[config.mk]
export PLATFORM = sky130hd
export DESIGN_NAME = serdes_tx_arbiter
export DESIGN_NICKNAME = d
export VERILOG_FILES = /design/src/rtl/serdes_pkg.sv /design/src/rtl/rr_arbiter.sv /design/src/rtl/serdes_tx_arbiter.sv
export SDC_FILE = /design/constraint.sdc
export NUM_CORES = 1
export LEC_CHECK = 0
export CAP_MARGIN = 10
export CORE_ASPECT_RATIO = 1.75
export CORE_MARGIN = 2
export CORE_UTILIZATION = 45
export DETAILED_ROUTE_END_ITERATION = 12
export PLACE_DENSITY = 0.83
export SLEW_MARGIN = 20
export SYNTH_ARGS = -nofsm -noshare
export SYNTH_HDL_FRONTEND = slang
export SYNTH_SLANG_ARGS = --single-unit
[constraint.sdc]
create_clock -name pclk_i -period 6.1 [get_ports pclk_i]
set_input_delay 1.22 -clock pclk_i [delete_from_list [all_inputs] [get_ports pclk_i]]
set_output_delay 1.22 -clock pclk_i [all_outputs]
set_load 0.01 [all_outputs]
[src/rtl/serdes_pkg.sv]
// Shared types and helpers for the serializer-side TX arbiter.
package serdes_pkg;

  typedef enum logic [1:0] {
    ST_IDLE,
    ST_HDR,
    ST_DATA
  } state_e;

  localparam logic [7:0] HDR_TAG_DEF = 8'h28;

  // Channel-id width; a single channel still needs one bit.
  function automatic int unsigned ch_w(input int unsigned n);
    return (n > 1) ? unsigned'($clog2(n)) : 1;
  endfunction

  // Header byte = tag in the upper bits, channel id in the low chw bits.
  function automatic logic [7:0] hdr_compose(input logic [7:0] tag,
                                             input logic [2:0] id,
                                             input int unsigned chw);
    return 8'((tag << chw) | {5'd0, id});
  endfunction

endpackage

[src/rtl/rr_arbiter.sv]
// Combinational round-robin pick: first set request at or after ptr.
module rr_arbiter
  import serdes_pkg::*;
#(
  parameter int unsigned NUM_CH = 4,
  parameter int unsigned CH_W   = ch_w(NUM_CH)
) (
  input  logic [NUM_CH-1:0] req,
  input  logic [CH_W-1:0]   ptr,
  output logic [NUM_CH-1:0] gnt,
  output logic [CH_W-1:0]   id
);

  logic            found;
  logic [CH_W-1:0] idx;

  // NUM_CH is a power of two, so CH_W-bit addition wraps modulo NUM_CH.
  always_comb begin
    gnt   = '0;
    id    = '0;
    found = 1'b0;
    idx   = '0;
    for (int unsigned i = 0; i < NUM_CH; i++) begin
      idx = ptr + CH_W'(i);
      if (!found && req[idx]) begin
        found    = 1'b1;
        gnt[idx] = 1'b1;
        id       = idx;
      end
    end
  end

endmodule

[src/rtl/serdes_tx_arbiter.sv]
// Packet-level round-robin arbiter feeding the PISO byte interface;
// each packet is prefixed with a header byte carrying the channel id.
module serdes_tx_arbiter
  import serdes_pkg::*;
#(
  parameter int unsigned NUM_CH  = 4,
  parameter int unsigned DATA_W  = 8,
  parameter logic [7:0]  HDR_TAG = HDR_TAG_DEF,
  parameter int unsigned MAX_LEN = 16
) (
  input  logic                       pclk_i,
  input  logic                       rst_i,
  input  logic [NUM_CH-1:0]          req_valid_i,
  input  logic [NUM_CH*DATA_W-1:0]   req_data_i,
  input  logic [NUM_CH-1:0]          req_last_i,
  output logic [NUM_CH-1:0]          req_ready_o,
  output logic [DATA_W-1:0]          tx_data_o,
  output logic                       tx_valid_o,
  input  logic                       tx_ready_i,
  output logic [NUM_CH-1:0]          grant_o,
  output logic                       busy_o,
  output logic                       len_err_o
);

  localparam int unsigned CH_W  = ch_w(NUM_CH);
  localparam int unsigned LEN_W = $clog2(MAX_LEN + 2);
  localparam logic [LEN_W-1:0] LEN_ERR_AT = LEN_W'(MAX_LEN);
  localparam logic [LEN_W-1:0] LEN_SAT    = LEN_W'(MAX_LEN + 1);

  state_e              state_q, state_d;
  logic [CH_W-1:0]     id_q, id_d;
  logic [CH_W-1:0]     ptr_q, ptr_d;
  logic [LEN_W-1:0]    len_q, len_d;
  logic [NUM_CH-1:0]   grant_d;
  logic [DATA_W-1:0]   tx_data_d;
  logic                tx_valid_d;
  logic                len_err_d;
  logic                busy_d;

  logic                out_free;
  logic                accept;
  logic [NUM_CH-1:0]   arb_gnt;
  logic [CH_W-1:0]     arb_id;
  logic [DATA_W-1:0]   cur_data;
  logic [DATA_W-1:0]   hdr_byte;

  rr_arbiter #(
    .NUM_CH (NUM_CH),
    .CH_W   (CH_W)
  ) u_rr (
    .req (req_valid_i),
    .ptr (ptr_q),
    .gnt (arb_gnt),
    .id  (arb_id)
  );

  assign out_free = !tx_valid_o || tx_ready_i;
  assign cur_data = req_data_i[32'(id_q) * DATA_W +: DATA_W];
  assign hdr_byte = DATA_W'(hdr_compose(HDR_TAG, 3'(id_q), CH_W));
  assign accept   = (state_q == ST_DATA) && req_valid_i[id_q] && out_free;

  // Next-state and next-output logic.
  always_comb begin
    state_d     = state_q;
    id_d        = id_q;
    ptr_d       = ptr_q;
    len_d       = len_q;
    grant_d     = grant_o;
    tx_data_d   = tx_data_o;
    tx_valid_d  = tx_valid_o && !tx_ready_i;
    len_err_d   = 1'b0;
    req_ready_o = '0;

    case (state_q)
      ST_IDLE: begin
        if (|req_valid_i) begin
          grant_d = arb_gnt;
          id_d    = arb_id;
          state_d = ST_HDR;
        end
      end
      ST_HDR: begin
        if (out_free) begin
          tx_data_d  = hdr_byte;
          tx_valid_d = 1'b1;
          state_d    = ST_DATA;
        end
      end
      ST_DATA: begin
        req_ready_o[id_q] = out_free;
        if (accept) begin
          tx_data_d  = cur_data;
          tx_valid_d = 1'b1;
          // Saturating count keeps the overlength pulse to one per packet.
          if (len_q != LEN_SAT) len_d = len_q + LEN_W'(1);
          if (len_q == LEN_ERR_AT) len_err_d = 1'b1;
          if (req_last_i[id_q]) begin
            ptr_d   = id_q + CH_W'(1);
            grant_d = '0;
            len_d   = '0;
            state_d = ST_IDLE;
          end
        end
      end
      default: state_d = ST_IDLE;
    endcase

    busy_d = (state_d != ST_IDLE) || tx_valid_d;
  end

  always_ff @(posedge pclk_i) begin
    if (rst_i) begin
      state_q    <= ST_IDLE;
      id_q       <= '0;
      ptr_q      <= '0;
      len_q      <= '0;
      grant_o    <= '0;
      tx_data_o  <= '0;
      tx_valid_o <= 1'b0;
      len_err_o  <= 1'b0;
      busy_o     <= 1'b0;
    end else begin
      state_q    <= state_d;
      id_q       <= id_d;
      ptr_q      <= ptr_d;
      len_q      <= len_d;
      grant_o    <= grant_d;
      tx_data_o  <= tx_data_d;
      tx_valid_o <= tx_valid_d;
      len_err_o  <= len_err_d;
      busy_o     <= busy_d;
    end
  end

endmodule

-- Yosys cells after proc, flatten, opt, wreduce, memory -nomap -nowiden
Cells that the tools add are included.
- flip-flop bits (word level): 26
- input port bits: 43
- output and inout bits: 19
- word-level logic and storage cells: 121
- $add $sub $neg: 5
- $lt $le $gt $ge: 10
- equality and inequality tests: 8
- shifts and indexed selects: 1
- multiplexer cells: 52
- bitwise gates (word level): 6
- reductions and logical operators: 30
- operators by type and width (cell ; count):
    $mux 4 ; 8
    $shiftx 32x6->8 ; 1
    $mux 1 ; 17
    $mux 2 ; 8
    $mux 8 ; 2
    $pmux 8 s2 ; 1
    $lt 2x3->1 const B ; 5
    $bmux 1 s2 ; 6
    $or 4x4->4 ; 3
    $logic_and 1x1->1 ; 11
    $demux 1 s2 ; 5
    $ge 2x1->1 const B ; 5
    $mux 5 ; 2
    $reduce_and 3->1 ; 3
    $pmux 4 s2 ; 1
    $reduce_bool 2->1 ; 4
    $ne 2x2->1 const B ; 3
    $pmux 2 s3 ; 1
    $add 5x1->5 const B ; 1
    $eq 5x5->1 const B ; 1
    $logic_not 1->1 ; 5
    $ne 5x5->1 const B ; 1
    $add 2x1->2 const B ; 2
    $add 2x2->2 const B ; 2
    other kinds (12) ; 14

-- Logic depth before layout (Yosys ltp)
- depth in word-level cells: 14
- mapped depth: 8
- depth with buffers taken out: 6

-- By module
From an unflattened synthesis, not the netlist that was laid out.
- cell total of the unflattened synthesis: 223
- area, all modules: 2006.9 um2
- modules (own cells, without submodules) (module ; instances ; cells an instance ; area an instance (um2) ; seq. area each (um2)):
    serdes_tx_arbiter ; 1 ; 175 ; 1567.8 ; 520.5
    rr_arbiter ; 1 ; 48 ; 439.2 ; 0.0

-- Worst setup path before layout
OpenSTA, ideal clock, no wires.
- kind: input to output
- start: in tx_ready_i
- end: out req_ready_o[0]
- arrival: 1847 ps
- required time: 4880 ps
- slack: 3033 ps
- stages on the path: 3
- buffers on the path: 1
- path through: nand2b_1 > clkbuf_1 > and3_1
- cells in the longest elaborated chain, start to end: 3
- RTL lines (item ; line ; source):
    start, declared ; serdes_tx_arbiter.sv:19 ; input logic tx_ready_i,
    $logic_or 1x1->1 ; serdes_tx_arbiter.sv:57 ; assign out_free = !tx_valid_o || tx_ready_i;
    $and 4x4->4 (no source line) ; - ;
    $mux 4 ; serdes_tx_arbiter.sv:74 ; case (state_q)
    end, declared ; serdes_tx_arbiter.sv:16 ; output logic [NUM_CH-1:0] req_ready_o,
Every way passes these cells.

-- Final worst setup path
- start: in tx_ready_i
- end: out req_ready_o[1]
The elaborated chain is that of the path after synthesis.

==> flow_summary.toml <==
[setup_path]
cp-startpoint = "tx_ready_i"
crit_arrival_ps = 2900
rr_startpoint = "ptr_q[0]"
cp_max_fo = 14
r2r-end = "grant_o[0]"
critPathRequiredTime_ps = 4880
path_class = "in2out"
end_kind = "primary output"
startpoint_type = "primary input"
r2r_slack_ps = 3390
r2r_cells = 6

[global_route]
first_global_vias = 1894
grt_pass1_wl_mm = 8.638
grt_max_degree = 24
track_usage_pct = 22.68
grt_overflow_total = 0
antenna_found_initial = 0

[floorplan]
initial_core_util_pct = 45.96
ios = 62
die_height_um = 92.32
rows = 32
die_x_um = 54.47
fp.coreArea_sq_um = 4364
dieArea_sq_um = 5028

[clocking]
cts_resized = 0
clock_sinks = 26
cts_tree = "yes"
cts_setup_buffers = 0
cts_hold_buf = 0
cts_buffer_depth = 2
clk_latency_ps = 270
h-tree-depth = 1
cts_buffers = 3
root_buffer = "clkbuf_8"
clk_pin_slew_worst_paths_ps = 90

[yosys]
yosysUniqueCellTypes = 44
avgSynthCellArea_sq_um = 9.416
synth-seq-cells = 26
ys_seq_area_share_pct = 25.95
ys.flop_type = "dfxtp_1"
synthCells = 213
async_flop_share_pct = 0
synth_nets = 275
synth_warnings = 0
synth_area_sq_um = 2006
synth-edff-count = 0

[sta]
tightest_slew_ps = 909.2
maxSlewViolCount = 0
fin_crit_sh_pct = 67.51
fin_ws_ps = 1982
relSlewSlack_pct = 39.20
period_needed_ps = 4118
fin_setup_tns_ps = 0
hold_viol = 0
fin_skew_ps = 2.281
setup_viol = 0
max_freq_mhz = 242.8
rsz0062_at_grt = "no"

[drt]
vias = 1902
ant_nets = 0
via_per_inst = 6.077
drtIter0Drc = 54
drc = 0
wl_mm = 5.237
drtPass1Iterations = 4
avgRoutedWirePerCell_um = 16.73

[place]
port_buffers = 61
routabilityCongestion = 0.8735
place_inst = 309
place_ws_ps = 1985
place_hpwl_mm = 3.961

[layout]
area_growth_pct = 32.44
nets = 325
n_antenna_cell = 0
drive_above_1_share_pct = 7.634
fin_cells = 313
final_util_pct = 60.87

[hold_path]
worstHoldStart = "tx_data_o[6]"
min_path_cells = 2
hp-class = "reg2reg"
hold_end = "tx_data_o[6]"

[pwr]
p_per_area_nw_per_um2 = 265.2
leakage_nw = 0.9518
finalPower_w = 0.0007044
peakVddDrop_mv = 0.1559

[run]
max-cap-violations = 0

[status]
status = "completed"
metal layers:
metal / track usage (%) / wire, um
met1: 24.66 / 1922
met3: 1.452 / 320
met4: 8.125 / 125
met5: 0 / 0
met2: 42.77 / 2868
layout by cell type (no fill, tap or decap), drive strengths merged, types with 4 or more instances in the layout:
master         netlist  final
nand3               14     14
a21oi               17     17
nor2                12     12
inv                 15     15
clkdlybuf4s50        0     61
a221o                5      5
ha                  19     19
nand3b               5      5
and3                 7      7
nor3                 8      8
dfxtp               26     26
o21ai                4      4
mux2i                6      6
nand2                8      8
mux4                12     12
a221oi               4      4
worst max path at each step:
stage	slack, ps	depth (start not counted)	endpoint
5_1_grt	1900	4	req_ready_o[0]
4_1_cts	1990	4	req_ready_o[1]
3_5_place_dp	1980	4	req_ready_o[1]
3_3_place_gp	2020	4	req_ready_o[1]
2_1_floorplan	3030	3	req_ready_o[0]
6_report	1980	4	req_ready_o[1]
sequential cells by signal, summed over array words and instances (netlist names):
signal	count
tx_valid_o	1
tx_data_o	8
id_q	2
len_q	5
state_q	2
grant_o	4
ptr_q	2
busy_o	1
len_err_o	1
report_power, final:
part / internal (W) / total [W] / switching (W)
Clock: 0.0000878 / 0.000143 / 0.0000550
Combinational: 0.000165 / 0.000329 / 0.000165
Sequential: 0.000200 / 0.000232 / 0.0000324
cells in the mapped netlist (3+ instances only):
library cell,count,share of area (%)
buf_2,4,1.0
and3_1,7,2.2
mux2i_1,6,3.0
a211oi_1,3,1.1
mux4_2,11,12
nor3_1,7,1.7
nand3b_1,5,1.9
buf_6,4,2.2
a21oi_1,17,4.2
nor2_1,12,2.2
clkbuf_1,7,1.3
a311oi_1,3,1.3
nand3_1,14,3.5
inv_1,15,2.8
a221o_1,5,2.5
ha_1,19,12
o21ai_0,4,1.0
o211ai_1,3,1.1
nand2_1,8,1.5
a221oi_1,4,1.7
dfxtp_1,26,26
cell families (layout without fill, tap and decap cells):
| kind of cell | count (synthesis) | in the layout | share of synthesized area, % |
|---|---|---|---|
| AO/OA/AOI/OAI | 47 | 47 | 16.84 |
| multiplexers | 18 | 18 | 16.66 |
| XOR/XNOR | 2 | 2 | 0.8735 |
| flip-flops | 26 | 26 | 25.95 |
| buffers and inverters | 32 | 81 | 7.923 |
| AND/OR/NAND/NOR | 69 | 69 | 19.90 |
| adder cells (fa/ha/maj) | 19 | 19 | 11.85 |
layout make-up:
class,count,area [sq um]
sequential,26,520.5
multi-input combinational,155,1326
fill,374,1708
inverter,15,56.30
clock buffer,3,41.29
timing repair buffer,62,618.1
tap,51,63.81
clock inverter,1,30.03
through the flow:
stage | instance area, sq um | hold WS, ps
floorplan | 2006 | 469.6
CTS | 2656 | 472.5
detailed placement | 2585 | 459.8
global route | 2656 | 490.0
finish | 2656 | 469.3
global placement | 2585 | 453.9
critical path, stage by stage:
cell and delay [ps]:
clkdlybuf4s50_1 460, nand2b_1 440, and3_1 230, clkdlybuf4s50_1 540
Note: power is estimated with default switching activity, not from simulation.
